==> src/rtl/ct_spsram_256x59_acc_ctrl.sv <==
// Access controller in front of the 256x59 single-port SRAM: a read port and a
// posted, bit-masked write buffer share the one SRAM port, reads first.
module ct_spsram_256x59_acc_ctrl #(
    parameter int unsigned ADDR_WIDTH   = 8,
    parameter int unsigned DATA_WIDTH   = 59,
    parameter int unsigned WBUF_DEPTH   = 2,
    parameter int unsigned STARVE_LIMIT = 4
) (
    input  logic                  forever_cpuclk,
    input  logic                  cpurst_b,
    input  logic                  rd_req_vld,
    input  logic [ADDR_WIDTH-1:0] rd_req_addr,
    output logic                  rd_req_rdy,
    output logic                  rd_data_vld,
    output logic [DATA_WIDTH-1:0] rd_data,
    input  logic                  wr_req_vld,
    input  logic [ADDR_WIDTH-1:0] wr_req_addr,
    input  logic [DATA_WIDTH-1:0] wr_req_data,
    input  logic [DATA_WIDTH-1:0] wr_req_bmask,
    output logic                  wr_req_rdy,
    output logic                  wbuf_empty,
    output logic [ADDR_WIDTH-1:0] sram_a,
    output logic                  sram_cen,
    output logic                  sram_gwen,
    output logic [DATA_WIDTH-1:0] sram_wen,
    output logic [DATA_WIDTH-1:0] sram_d,
    input  logic [DATA_WIDTH-1:0] sram_q
);

    localparam int unsigned PTR_W = (WBUF_DEPTH > 1) ? $clog2(WBUF_DEPTH) : 1;
    localparam int unsigned CNT_W = $clog2(WBUF_DEPTH + 1);
    localparam int unsigned STV_W = $clog2(STARVE_LIMIT + 1);

    logic [ADDR_WIDTH-1:0] wb_addr_q [WBUF_DEPTH];
    logic [ADDR_WIDTH-1:0] wb_addr_d [WBUF_DEPTH];
    logic [DATA_WIDTH-1:0] wb_data_q [WBUF_DEPTH];
    logic [DATA_WIDTH-1:0] wb_data_d [WBUF_DEPTH];
    logic [DATA_WIDTH-1:0] wb_mask_q [WBUF_DEPTH];
    logic [DATA_WIDTH-1:0] wb_mask_d [WBUF_DEPTH];
    logic [WBUF_DEPTH-1:0] wb_vld_q, wb_vld_d;
    logic [PTR_W-1:0]      wr_ptr_q, wr_ptr_d;
    logic [PTR_W-1:0]      rd_ptr_q, rd_ptr_d;
    logic [CNT_W-1:0]      cnt_q, cnt_d;
    logic [STV_W-1:0]      starve_cnt_q, starve_cnt_d;
    logic                  rd_pend_q, rd_pend_d;

    logic hazard;
    logic wbuf_full;
    logic force_drain;
    logic rd_go;
    logic wr_drain;
    logic wr_push;

    // A read may not overtake a buffered write to the same address.
    always_comb begin
        hazard = 1'b0;
        for (int i = 0; i < int'(WBUF_DEPTH); i++) begin
            if (wb_vld_q[i] && (wb_addr_q[i] == rd_req_addr)) begin
                hazard = 1'b1;
            end
        end
    end

    assign wbuf_full   = (cnt_q == CNT_W'(WBUF_DEPTH));
    assign wbuf_empty  = (cnt_q == '0);
    assign force_drain = wbuf_full && (starve_cnt_q == STV_W'(STARVE_LIMIT));
    assign rd_req_rdy  = !hazard && !force_drain;
    assign rd_go       = rd_req_vld && rd_req_rdy;
    assign wr_drain    = !wbuf_empty && !rd_go;
    assign wr_req_rdy  = !wbuf_full || wr_drain;
    assign wr_push     = wr_req_vld && wr_req_rdy;

    assign rd_data_vld = rd_pend_q;
    assign rd_data     = rd_pend_q ? sram_q : '0;

    // Buffer bookkeeping; pop before push so a full buffer can recycle its head slot.
    always_comb begin
        wb_addr_d    = wb_addr_q;
        wb_data_d    = wb_data_q;
        wb_mask_d    = wb_mask_q;
        wb_vld_d     = wb_vld_q;
        wr_ptr_d     = wr_ptr_q;
        rd_ptr_d     = rd_ptr_q;
        cnt_d        = cnt_q + CNT_W'(wr_push) - CNT_W'(wr_drain);
        starve_cnt_d = starve_cnt_q;
        rd_pend_d    = rd_go;

        if (wr_drain) begin
            wb_vld_d[rd_ptr_q] = 1'b0;
            rd_ptr_d           = rd_ptr_q + PTR_W'(1);
        end
        if (wr_push) begin
            wb_addr_d[wr_ptr_q] = wr_req_addr;
            wb_data_d[wr_ptr_q] = wr_req_data;
            wb_mask_d[wr_ptr_q] = wr_req_bmask;
            wb_vld_d[wr_ptr_q]  = 1'b1;
            wr_ptr_d            = wr_ptr_q + PTR_W'(1);
        end

        if (wr_drain) begin
            starve_cnt_d = '0;
        end else if (rd_go && wbuf_full && (starve_cnt_q != STV_W'(STARVE_LIMIT))) begin
            starve_cnt_d = starve_cnt_q + STV_W'(1);
        end
    end

    // SRAM pins are sampled by the macro at the clock edge, so they are driven combinationally.
    always_comb begin
        sram_cen  = 1'b1;
        sram_gwen = 1'b1;
        sram_wen  = '1;
        sram_a    = '0;
        sram_d    = '0;
        if (rd_go) begin
            sram_cen = 1'b0;
            sram_a   = rd_req_addr;
        end else if (wr_drain) begin
            sram_cen  = 1'b0;
            sram_gwen = 1'b0;
            sram_a    = wb_addr_q[rd_ptr_q];
            sram_d    = wb_data_q[rd_ptr_q];
            sram_wen  = ~wb_mask_q[rd_ptr_q];
        end
    end

    always_ff @(posedge forever_cpuclk or negedge cpurst_b) begin
        if (!cpurst_b) begin
            for (int i = 0; i < int'(WBUF_DEPTH); i++) begin
                wb_addr_q[i] <= '0;
                wb_data_q[i] <= '0;
                wb_mask_q[i] <= '0;
            end
            wb_vld_q     <= '0;
            wr_ptr_q     <= '0;
            rd_ptr_q     <= '0;
            cnt_q        <= '0;
            starve_cnt_q <= '0;
            rd_pend_q    <= 1'b0;
        end else begin
            wb_addr_q    <= wb_addr_d;
            wb_data_q    <= wb_data_d;
            wb_mask_q    <= wb_mask_d;
            wb_vld_q     <= wb_vld_d;
            wr_ptr_q     <= wr_ptr_d;
            rd_ptr_q     <= rd_ptr_d;
            cnt_q        <= cnt_d;
            starve_cnt_q <= starve_cnt_d;
            rd_pend_q    <= rd_pend_d;
        end
    end

endmodule

==> config.mk <==
export PLATFORM = sky130hd
export DESIGN_NAME = ct_spsram_256x59_acc_ctrl
export DESIGN_NICKNAME = d
export VERILOG_FILES = /design/src/rtl/ct_spsram_256x59_acc_ctrl.sv
export SDC_FILE = /design/constraint.sdc
export NUM_CORES = 1
export LEC_CHECK = 0
export CORE_MARGIN = 4
export CORE_UTILIZATION = 35
export DETAILED_ROUTE_END_ITERATION = 12
export PLACE_DENSITY_LB_ADDON = 0.12
export SYNTH_ARGS = -nofsm -noshare
export SYNTH_HDL_FRONTEND = slang
export SYNTH_SLANG_ARGS = --single-unit
==> constraint.sdc <==
create_clock -name forever_cpuclk -period 2.21 [get_ports forever_cpuclk]
set_clock_uncertainty 0.1 [all_clocks]
set_input_delay 0.221 -clock forever_cpuclk [delete_from_list [all_inputs] [get_ports forever_cpuclk]]
set_output_delay 0.221 -clock forever_cpuclk [all_outputs]
set_load 0.01 [all_outputs]
==> results of run 1 <==
flip-flops by register name, summed over array words and instances (netlist names):
signal        count
cnt_q             2
rd_data_vld       1
rd_ptr_q          1
starve_cnt_q      3
wb_addr_q        16
wb_data_q       118
wb_mask_q       118
wb_vld_q          2
wr_ptr_q          1
power groups by stage:
stage          sequential (mW)  clock, mW  combinational [mW]
6_report                  8.63       4.73                16.1
5_1_grt                   8.92       5.09                17.2
4_1_cts                   8.56       4.90                13.7
3_5_place_dp              8.60          0                12.8
3_3_place_gp              8.50          0                12.7
2_1_floorplan             8.20          0                7.61
routing by layer:
metal / GRT usage, % / up-vias / share of wire, %
met5: 0 / - / 0.032
met4: 3.06 / 2 / 1.9
met3: 4.91 / 52 / 6.6
met2: 30.5 / 250 / 47
met1: 26.7 / 4809 / 45
li1: - / 4469 / -
cell type report:
class                   count  area, um2
fillers                  2907      14700
multi-input cells         637       6700
flip-flops and latches    262       6560
repair buffers            566       6130
clock buffers              48        900
well taps                 461        577
inverters                   9       46.3
clock inverters             7       45.0
diodes                      2       5.00
worst max-delay path, stage by stage, from the launching register on:
cell                      delay (ns)
sky130_fd_sc_hd__dfrtp_1        0.41
sky130_fd_sc_hd__xnor2_2        0.19
sky130_fd_sc_hd__nand4_1        0.12
sky130_fd_sc_hd__o31a_1         0.38
sky130_fd_sc_hd__buf_4          0.16
sky130_fd_sc_hd__buf_6          0.11
sky130_fd_sc_hd__buf_6          0.11
sky130_fd_sc_hd__nand2_4        0.08
sky130_fd_sc_hd__inv_6          0.05
sky130_fd_sc_hd__buf_8          0.13
sky130_fd_sc_hd__o31ai_4        0.25
sky130_fd_sc_hd__buf_6          0.15
cell usage after synthesis (8+ instances only):
cell type | count | share of area [%]
sky130_fd_sc_hd__dfrtp_1 | 262 | 52
sky130_fd_sc_hd__mux2_2 | 253 | 22
sky130_fd_sc_hd__mux2i_1 | 67 | 5.3
sky130_fd_sc_hd__nand2_1 | 67 | 2.0
sky130_fd_sc_hd__and2_1 | 62 | 3.1
sky130_fd_sc_hd__nor2_1 | 60 | 1.8
sky130_fd_sc_hd__mux2_4 | 58 | 6.9
sky130_fd_sc_hd__clkbuf_1 | 34 | 1.0
sky130_fd_sc_hd__buf_2 | 21 | 0.83
sky130_fd_sc_hd__xnor2_1 | 20 | 1.4
sky130_fd_sc_hd__nand3_1 | 13 | 0.51
sky130_fd_sc_hd__buf_6 | 8 | 0.71
sky130_fd_sc_hd__o31ai_1 | 8 | 0.47
kinds of logic (layout without fill, tap and decap cells):
group	after synthesis	count (layout)	share of synthesized area (%)
muxes	378	378	34.6
DFF	262	262	51.6
and+or+nand+nor	212	212	7.81
buffers and inverters	72	630	2.81
AOI/OAI and AO/OA	23	23	1.39
xor gates and xnor gates	20	20	1.38
adders and majority gates	4	4	0.394
other	0	2	0
through the flow:
stage	setup TNS [ns]	area (um2)	util [%]	hold WS [ns]	setup slack, ns
final	-114.48	21000	58.8	0.107	-0.815
after CTS	-118.11	19600	54.8	0.0973	-0.887
after detailed placement	-225.79	17900	50.1	0.0924	-0.840
after global placement	-224.85	17900	50.1	0.0891	-0.804
after global routing	-159.71	21000	58.8	0.127	-0.905
after floorplan	-0.00423	12700	-	-0.175	-0.00423
layout by cell type, fill, tap and decap left out, types with 4 or more instances in the layout:
cell                              Yosys  routed
sky130_fd_sc_hd__xnor2_2              0       5
sky130_fd_sc_hd__mux2_2             253     182
sky130_fd_sc_hd__clkinv_2             0       4
sky130_fd_sc_hd__mux2_4              58     129
sky130_fd_sc_hd__buf_12               0      40
sky130_fd_sc_hd__and2_1              62      60
sky130_fd_sc_hd__nand4_1              6       6
sky130_fd_sc_hd__o211ai_1             4       4
sky130_fd_sc_hd__o21ai_0              4       4
sky130_fd_sc_hd__nor2_2               0      10
sky130_fd_sc_hd__buf_6                8     105
sky130_fd_sc_hd__nand3_1             13      12
sky130_fd_sc_hd__clkbuf_1            34      11
sky130_fd_sc_hd__nor2_4               0      45
sky130_fd_sc_hd__inv_1                7       6
sky130_fd_sc_hd__dfrtp_1            262     260
sky130_fd_sc_hd__clkbuf_2             0       7
sky130_fd_sc_hd__mux2i_1             67      67
sky130_fd_sc_hd__clkdlybuf4s50_1      0     255
sky130_fd_sc_hd__clkbuf_16            0      41
sky130_fd_sc_hd__buf_4                0      69
sky130_fd_sc_hd__nor2_1              60       5
sky130_fd_sc_hd__buf_2               21      53
sky130_fd_sc_hd__nand2_1             67      55
sky130_fd_sc_hd__clkbuf_8             0       6
sky130_fd_sc_hd__o31ai_4              0      10
sky130_fd_sc_hd__nand2_2              0       5
sky130_fd_sc_hd__buf_8                0      13
sky130_fd_sc_hd__buf_16               0      11
sky130_fd_sc_hd__nand2_4              0       7
sky130_fd_sc_hd__xnor2_1             20      15
final timing paths:
path	startpoint	end	slack (ns)
max reg2reg	wb_addr_q[15]	cnt_q[1]	-0.56
max	wb_addr_q[15]	sram_a[3]	-0.82
min in group forever_cpuclk	wr_req_data[5]	wb_data_q[5]	0.20
max in group asynchronous	cpurst_b	wb_mask_q[9]	1.24
min reg2reg	wb_mask_q[4]	wb_mask_q[4]	0.40
min	cpurst_b	wb_data_q[5]	0.11
repair_timing:
| item | in CTS | in global routing |
|---|---|---|
| pin swaps | 20 | 62 |
| buffers inserted | 51 | 35 |
| hold buffers | 1 | 0 |
| endpoints found under the hold margin | 262 | 0 |
| resized for setup | 589 | 346 |
| endpoints found under the setup margin | 424 | 443 |
| gates cloned | 13 | 14 |
==> impl_summary.md, run 1 <==
Run status
The flow ran to the end, but the final reports show violations. The final reports fail on setup timing.

Setup path
The required time of the critical path is 1.89 ns. The biggest fanout along the worst timing path is 4. The kind of end point of the critical path is an output pin. The critical path is of the flop to output pin type. Data arrives at the worst endpoint at 2.70 ns. The cell count of the worst reg-to-reg path is 15. The critical path startpoint category is a flop.

GRT
The first global-routing pass estimated 59500 um of wire. The number of global-route vias before repair is 9941. The initial antenna violation count was 1. In the global route stage, overall resource usage came out at 19.0%.

Entering global routing, the biggest net connects 61 pins. After global routing the overflow that remains totals 0.

Detailed routing
The number of antenna-violating nets in the routed design is 0. The pre-antenna-repair detailed-routing pass consisted of 4 iterations. After detailed routing, the number of vias per cell comes to 4.81. In the routed design, unresolved DRC markers number 0. Wires add up to 41200 um. The routed wirelength normalized by instance count is 20.7 um. The vias after detailed routing is 9582. The initial DRC count is 274.

Worst hold path
In this run the worst hold path is classified as input pin to asynchronous set/reset pin.

Die
The vertical die dimension is 198 um. The core region is 35700 um2. The initial utilization of the core area, before any placement, comes to 35.6%. The die width is 198 um. The number of top-level pins is 388. The floorplan step defined a die boundary enclosing 39400 um2. The initialized floorplan defines 69 standard-cell rows.

STA
The final-report hold violation count is 0. The number of pins with negative max-slew slack in the final report is 0. The worst path in the final design needs a cycle of 3.03 ns, including I/O delays and setup. The worst max-slew margin expressed relative to the limit is 68.4%. The achievable frequency is 331 MHz. Setup repair after global routing could not meet its margin everywhere.

The number of failing setup endpoints in the final timing report is 393. The slew of the pin with the lowest slew margin is 0.475 ns. Once routing completed, OpenROAD measured the worst setup slack at -0.815 ns. After layout, the worst path uses 137% of the clock period.

CTS
The cell sitting at the root of the clock tree is a sky130_fd_sc_hd__clkbuf_16. TritonCTS built the clock tree. The longest clock path from root to sink contains 3 buffers.

The number of buffers inserted during clock tree synthesis is 31. The clock network latency to the later pin of the worst-skew pair is 0.56 ns. The number of sinks driven by the clock tree is 262. The clock-pin slew on the worst setup and hold paths is 0.06 ns. The maximum level of the CTS H-tree is 1.

Power and ir drop
Overall power consumption after layout is estimated at 29.5 mW. The worst-case IR drop observed on VDD is 0.827 mV. Per report_power, the clock group accounts for 16.1% of the total. The analysis attributes to net switching a power of 9.87 mW. The internal power summed over all cells is 19.6 mW. The power density relative to cell area is 1410 nW/um2. In this run, the combinational gates consume 54.7% of the power. The switching portion of total power is 33.5%. The share of total power dissipated in sequential elements is 29.3%. Summed over all cells, the static leakage comes to 9.48 nW.

Logic synthesis
Counting every net in the synthesized netlist gives 1172. After technology mapping, the gate count stands at 971. Counting flops with an async set or reset pin after synthesis yields a share of 100%. The share of synthesized area occupied by flip-flops and latches is 51.6%. The warning count from the yosys run is 0.

The mean cell area of the mapped netlist is 13.1 um2. After synthesis the netlist holds a flip-flop and latch count of 262. The number of library cell types mapped by synthesis is 27.

In this run the cell area of the synthesized design comes to 12700 um2. The number of enable flip-flop cells after synthesis is 0. The most used flip-flop cell after synthesis is sky130_fd_sc_hd__dfrtp_1.

Layout
Relative to the synthesized area, the layout overhead comes to 65.1%. For this run, the post-layout net count is 1708. Excluding fillers, the count of instances in the completed layout stands at 1992.

The fraction of layout instances using a drive strength above 1 is 49.6%.

Placement
The global placer's final weighted congestion is 0.779. The detailed placer's ending HPWL is 26400 um. The count of buffers from port buffering is 387. Including well taps, the total number of placed cells is 1839.

Job
Max-cap violations in this run came to 0.
(Power assumes the default switching activity.)
==> run 2, diff against run 1 <==
- CELL_PAD_IN_SITES_DETAIL_PLACEMENT: unset -> 1
- CELL_PAD_IN_SITES_GLOBAL_PLACEMENT: unset -> 1
- DONT_BUFFER_PORTS: unset -> 1
==> impl_summary.md, run 2 (synthesis results as in run 1) <==
Run status
The run finished, with violations left. The checks that failed: hold timing, setup timing.

Die
The initial standard-cell utilization of the core is 35.6% (unchanged). The core box area was 35700 um2 (unchanged). The die width is 198 um (unchanged).

The die outline area is 39400 um2 (unchanged). The cell row count came to 69 (unchanged). The vertical die dimension is 198 um (unchanged). The number of top-level pins was 388 (unchanged).

STA
The final critical-path required period was 2.79 ns (-0.235 ns). The worst max-slew margin expressed relative to the limit is 53.9% (-14 points). The final period utilization is 126% (-11 points). The final total negative setup slack is -99.61 ns (+14.87 ns). The worst hold slack is -0.734 ns (-0.840 ns).

The slew of the pin with the lowest slew margin was 0.692 ns (+0.217 ns). The final-report hold violation count came to 262 (+262). The least setup slack across all paths after layout is -0.581 ns (+0.235 ns). The number of failing setup endpoints in the final timing report is 382 (-2.8%). The achievable frequency was 358 MHz (+8.4%). The number of pins with negative max-slew slack in the final report is 0 (unchanged). Setup repair after global routing could not meet its margin everywhere.

Layout
The number of fill cells came to 3508 (+21%). The final core utilization is 49.7% (-9.1 points). Relative to the synthesized area, the layout overhead comes to 39.6%. In the final layout, the registers with the most flip-flops are wb_data_q x118, wb_mask_q x118, wb_addr_q x16. The fraction of layout instances using a drive strength above 1 is 49.6% (about the same).

The final instance count without filler cells is 1715 (-14%). The library cell used most frequently in the layout, excluding fill and tap cells, is sky130_fd_sc_hd__dfrtp_1. In the layout the commonest cells are sky130_fd_sc_hd__dfrtp_1, sky130_fd_sc_hd__mux2_2, sky130_fd_sc_hd__dlygate4sd3_1. The count of nets after finishing was 1435 (-16%). The post-route cell area came to 17700 um2 (-15%).

Setup path
The classification of the worst setup path is flop to output pin. The family with the most delay on the worst path is compound AO/OA/AOI/OAI gates. The biggest cell delay along the critical path is 0.43 ns (+0.02 ns). The critical path startpoint category is a flop. The kind of end point of the critical path is an output pin. Traced cell by cell, the critical path runs through xnor2_2, nand4_1, o31a_1, buf_4, nand2_8, inv_4, o31ai_2, buf_4.

The cell count of the worst reg-to-reg path is 10 (-5). The worst path arrival time is 2.47 ns (-0.23 ns). The required time of the critical path is 1.89 ns (about the same). The buffering stage count on the worst path with inverters included is 3 (-3).

The number of logic stages on the critical path including buffering is 8 (-3). The biggest fanout along the worst timing path is 4 (unchanged). Among all stages on the critical path, the largest delay is contributed by sky130_fd_sc_hd__dfrtp_1. Counting stages on the worst path, the most repeated cell is sky130_fd_sc_hd__buf_4.

Placement
The placed instance area was 14200 um2 (-20%). The number of placed instances, taps included is 1503 (-18%). The count of buffers from port buffering is 0 (-100%). The setup slack after placement is -0.151 ns (+0.690 ns). The detailed placer's ending HPWL is 24000 um (-8.8%). The global placer's final weighted congestion is 0.780 (+0.14%).

CTS
The clock-pin slew on the worst setup and hold paths came to 0.06 ns (about the same). The number of sinks driven by the clock tree came to 262 (unchanged). The hold buffer count at CTS is 128 (+127). The tree is rooted in a sky130_fd_sc_hd__clkbuf_16. The number of buffers inserted during clock tree synthesis is 30 (-3.2%). The clock tree from TritonCTS is yes.

The buffer depth of the longest clock path came to 3 (unchanged). The maximum level of the CTS H-tree is 1 (unchanged). The clock network latency to the later pin of the worst-skew pair is 0.56 ns (about the same).

Power and ir drop
The share of total power in combinational logic is 49.0% (-5.7 points). The total power after layout is 26.3 mW (-11%). The power density relative to cell area is 1480 nW/um2 (+5.4%).

The maximum ir drop on the vdd rail is 0.724 mV (-12%). The switching portion of total power is 33.9% (+0.42 points). The switching power total came to 8.91 mW (-9.7%).

The fraction of power consumed by sequential logic is 32.5% (+3.2 points). The internal power summed over all cells is 17.4 mW (-11%). The clock network power share is 18.5% (+2.4 points). The cell leakage power is 8.04 nW (-15%).

Detailed routing
The vias after detailed routing is 8522 (-11%). The number of antenna-violating nets in the routed design is 0 (unchanged). The total wire length after detailed routing is 37900 um (-8.0%). The number of iterations in the first detailed-routing pass is 4 (unchanged). The initial DRC count was 172 (-37%). The average via count per standard cell is 4.97 (+3.3%). The routed wirelength normalized by instance count came to 22.1 um (+6.8%). The post-detailed-route DRC marker count was 0 (unchanged).

GRT
The number of global-route vias before repair was 9342 (-6.0%). The global-route usage over all layers is 17.5% (-1.5 points). The largest net degree at the start of global routing was 263 (+330%).

The initial antenna violation count is 4 (+3). The total overflow reported by the global router is 0 (unchanged). The wire length of the first global-routing pass is 55200 um (-7.4%).

Worst hold path
In this run the worst hold path is classified as input pin to asynchronous set/reset pin.

Job
The number of maximum-capacitance constraint violations is 0 (unchanged).
[run 2: cell count changes in the layout (fill, tap and decap cells not counted), moves of 44 or more]
cell and delta:
sky130_fd_sc_hd__buf_2 -53, sky130_fd_sc_hd__dlygate4sd3_1 +127, sky130_fd_sc_hd__mux2_4 -62, sky130_fd_sc_hd__mux2_2 +62, sky130_fd_sc_hd__nor2_4 -44, sky130_fd_sc_hd__clkdlybuf4s50_1 -255, sky130_fd_sc_hd__buf_6 -94
[run 2: worst register-to-register path: cells and delay by family (launching register included)]
family                    cells  cell delay (ns)
AOI/OAI and AO/OA             2             0.28
and+or+nand+nor               1             0.18
buffers and inverters         5             0.89
xor gates and xnor gates      1             0.17
DFF                           1             0.41
muxes                         1             0.30
[run 2: area by class of cell]
type                       count  area (um2)  area share, %
antenna                        1        2.50         0.0141
clock buffer                  48         920           5.19
clock inverter                 3        40.0          0.226
inverter                       9        41.3          0.233
multi-input combinational    637        6390           36.1
sequential                   262        6560           37.0
tap                          461         577           3.25
timing repair buffer         293        3180           18.0
timing repair inverter         1        6.26         0.0353
[run 2: what timing repair did]
action,CTS,global route
gates cloned,1,21
setup buffers,5,5
endpoints found under the setup margin,382,384
gates resized for setup,77,108
pin swaps,4,9
hold endpoints to repair,519,262
[run 2: routing by layer]
layer	global-route usage (%)	vias to the layer above	routed length [um]
met5	0	-	37
met4	2.96	6	548
met3	5.57	44	2400
met2	28.1	210	18000
met1	23.9	4369	16900
li1	-	3893	-
[run 2: final timing paths]
kind / from / end / slack [ns]
max in group asynchronous: cpurst_b / wb_mask_q[9] / 2.15
worst min register to register: wb_mask_q[22] / wb_mask_q[22] / 0.40
worst max-delay path: wb_addr_q[14] / sram_a[3] / -0.58
worst min-delay path: cpurst_b / wb_mask_q[94] / -0.73
worst max register to register: wb_addr_q[1] / wb_mask_q[103] / -0.23
min in group forever_cpuclk: wr_req_vld / wb_mask_q[47] / 0.06
[run 2: power by group through the flow]
| stage | sequential (mW) | clock [mW] | combinational, mW |
|---|---|---|---|
| floorplan | 8.20 | 0 | 7.61 |
| global placement | 8.47 | 0 | 10.6 |
| finish | 8.54 | 4.86 | 12.9 |
| global route | 8.85 | 5.28 | 13.8 |
| CTS | 8.51 | 5.06 | 11.7 |
| detailed placement | 8.56 | 0 | 10.8 |
==> run 3, diff against run 2 <==
- CORE_UTILIZATION: 35 -> 34
- DONT_BUFFER_PORTS: 1 -> unset
==> impl_summary.md, run 3 (synthesis results as in run 1) <==
STA
The achievable frequency is 348 MHz (-2.9%). The worst max-slew margin expressed relative to the limit is 65.8% (+12 points). Setup repair after global routing could not meet its margin everywhere.

The slew of the pin with the lowest slew margin is 0.507 ns (-0.185 ns). The final-report hold violation count is 0 (-100%). The least setup slack across all paths after layout came to -0.663 ns (-0.0820 ns). The final total negative setup slack is -116.60 ns (-16.99 ns). The number of pins with negative max-slew slack in the final report is 0 (unchanged). The final period utilization is 130% (+3.7 points). The final critical-path required period is 2.87 ns (+0.0820 ns).

The number of failing setup endpoints in the final timing report is 385 (+0.79%).

Job
The number of maximum-capacitance constraint violations is 0 (unchanged).

CTS
TritonCTS built the clock tree. The number of sinks driven by the clock tree was 262 (unchanged). The cell sitting at the root of the clock tree is a sky130_fd_sc_hd__clkbuf_16. The number of buffers inserted during clock tree synthesis is 30 (unchanged).

The clock-pin slew on the worst setup and hold paths came to 0.06 ns (about the same). The buffer depth of the longest clock path came to 3 (unchanged). The clock network latency to the later pin of the worst-skew pair was 0.55 ns (about the same). The maximum level of the CTS H-tree is 1 (unchanged).

Placement
The detailed placer's ending HPWL was 28000 um (+17%). The placed instance area is 17700 um2 (+24%). The setup slack after placement is -0.841 ns (-0.690 ns). The global placer's final weighted congestion is 0.752 (-3.6%).

The number of placed instances, taps included is 1838 (+22%). The count of buffers from port buffering is 387 (+387).

Detailed routing
The total wire length after detailed routing is 47900 um (+26%). The vias after detailed routing was 9813 (+15%). The initial DRC count is 293 (+70%). The average via count per standard cell was 4.93 (-0.86%).

The number of antenna-violating nets in the routed design was 0 (unchanged). The post-detailed-route DRC marker count is 0 (unchanged). The routed wirelength normalized by instance count is 24.0 um (+8.8%). The number of iterations in the first detailed-routing pass is 4 (unchanged).

Run status
The checks that failed: setup timing. The run finished, with violations left.

Worst hold path
The min-delay analysis places its worst path in the category input pin to asynchronous set/reset pin.

Setup path
Traced cell by cell, the critical path runs through xnor2_1, nand3_1, o31a_1, a21oi_4, buf_8, buf_4, buf_8, buf_16, nand2_1, buf_2. STA classifies the critical path startpoint as a flop. The flop-to-flop setup slack is -0.42 ns (-0.19 ns). The critical path's slowest cell is sky130_fd_sc_hd__dfrtp_1.

The classification of the worst setup path is flop to output pin. The most prevalent standard cell on the critical path is sky130_fd_sc_hd__buf_8. The required time of the critical path was 1.89 ns (about the same).

The kind of end point of the critical path is an output pin. The biggest cell delay along the critical path is 0.40 ns (-0.03 ns). The worst path arrival time is 2.55 ns (+0.08 ns). The biggest fanout along the worst timing path is 5 (+1).

Layout
In the layout the commonest cells are sky130_fd_sc_hd__dfrtp_1, sky130_fd_sc_hd__mux2_2, sky130_fd_sc_hd__clkdlybuf4s50_1. The largest registers in the layout are wb_data_q x118, wb_mask_q x118, wb_addr_q x16. The final instance count without filler cells was 1992 (+16%). The number of fill cells is 3622 (+3.2%). The area growth from synthesis to layout is 65.1%. The most frequent standard cell in the layout excluding fill and tap cells is sky130_fd_sc_hd__dfrtp_1. The final core utilization is 57.1% (+7.4 points). The count of nets after finishing is 1701 (+19%). The post-route cell area is 21000 um2 (+18%). The fraction of layout instances using a drive strength above 1 is 50.1% (+0.50 points).

Power and ir drop
The power density relative to cell area is 1410 nW/um2 (-5.2%). The cell leakage power came to 10.3 nW (+28%). The maximum ir drop on the vdd rail is 0.635 mV (-12%).

GRT
The initial antenna violation count is 3 (-1). The total overflow reported by the global router is 0 (unchanged). The number of global-route vias before repair is 10400 (+11%).

The global-route usage over all layers is 19.9% (+2.4 points). The largest net degree at the start of global routing is 61 (-77%). The wire length of the first global-routing pass is 64500 um (+17%).

Die
The cell row count is 70 (+1.4%). The die width came to 201 um (+1.4%). The number of top-level pins is 388 (unchanged). The vertical die dimension is 201 um (+1.4%). The initial standard-cell utilization of the core is 34.6% (-1.0 points). The core box area is 36700 um2 (+2.9%). The die outline area is 40500 um2 (+2.8%).
-- run 3: worst max-delay path, delay by kind of cell (launching register included) --
kind / cells / cell delay (ns)
compound gates: 2 / 0.55
xor+xnor: 1 / 0.19
buf+inv: 5 / 0.66
flops: 1 / 0.40
simple gates: 2 / 0.19
-- run 3: layout make-up --
| class | instances | area [um2] | share of cell area (%) |
|---|---|---|---|
| clock buffer | 43 | 871 | 4.16 |
| multi-input combinational | 637 | 6380 | 30.5 |
| tap | 468 | 586 | 2.79 |
| sequential | 262 | 6560 | 31.3 |
| clock inverter | 9 | 98.8 | 0.472 |
| timing repair inverter | 1 | 8.76 | 0.0418 |
| antenna | 4 | 10.0 | 0.0478 |
| inverter | 9 | 48.8 | 0.233 |
| timing repair buffer | 559 | 6390 | 30.5 |
-- run 3: through the flow --
step	total power, mW	hold slack (ns)
3_3_place_gp	21.1	0.103
2_1_floorplan	15.8	-0.175
5_1_grt	31.1	0.149
3_5_place_dp	21.4	0.108
4_1_cts	26.9	0.114
6_report	29.5	0.120
-- run 3: final timing paths --
path,cells after the start,to,from
min,2,wb_mask_q[94],cpurst_b
min in group forever_cpuclk,2,wb_data_q[14],wr_req_data[14]
max,10,sram_wen[56],wb_addr_q[5]
min reg2reg,1,wb_data_q[114],wb_data_q[114]
max reg2reg,13,cnt_q[1],wb_addr_q[5]
max in group asynchronous,3,rd_ptr_q,cpurst_b
-- run 3: per-layer routing --
| layer | vias to the layer above | share of wire [%] | track usage (%) |
|---|---|---|---|
| met5 | - | 0.044 | 0 |
| met2 | 217 | 50 | 34.0 |
| met3 | 44 | 4.0 | 3.67 |
| li1 | 4453 | - | - |
| met1 | 5095 | 44 | 27.4 |
| met4 | 4 | 1.2 | 2.66 |
-- run 3: repair_timing --
item                                    CTS  global route
hold endpoints to repair                240             0
pin swaps                                13            13
gates resized for setup                 601           280
endpoints found under the setup margin  422           447
setup buffers                            29            37
cloned                                   13            40
hold buffers                              1             0
-- run 3: where the power goes --
part           switching, mW  internal, mW  total [mW]
combinational           6.76          9.07        15.8
sequential              1.40          7.27        8.67
clock                   2.01          2.94        4.95
total                   10.2          19.3        29.5
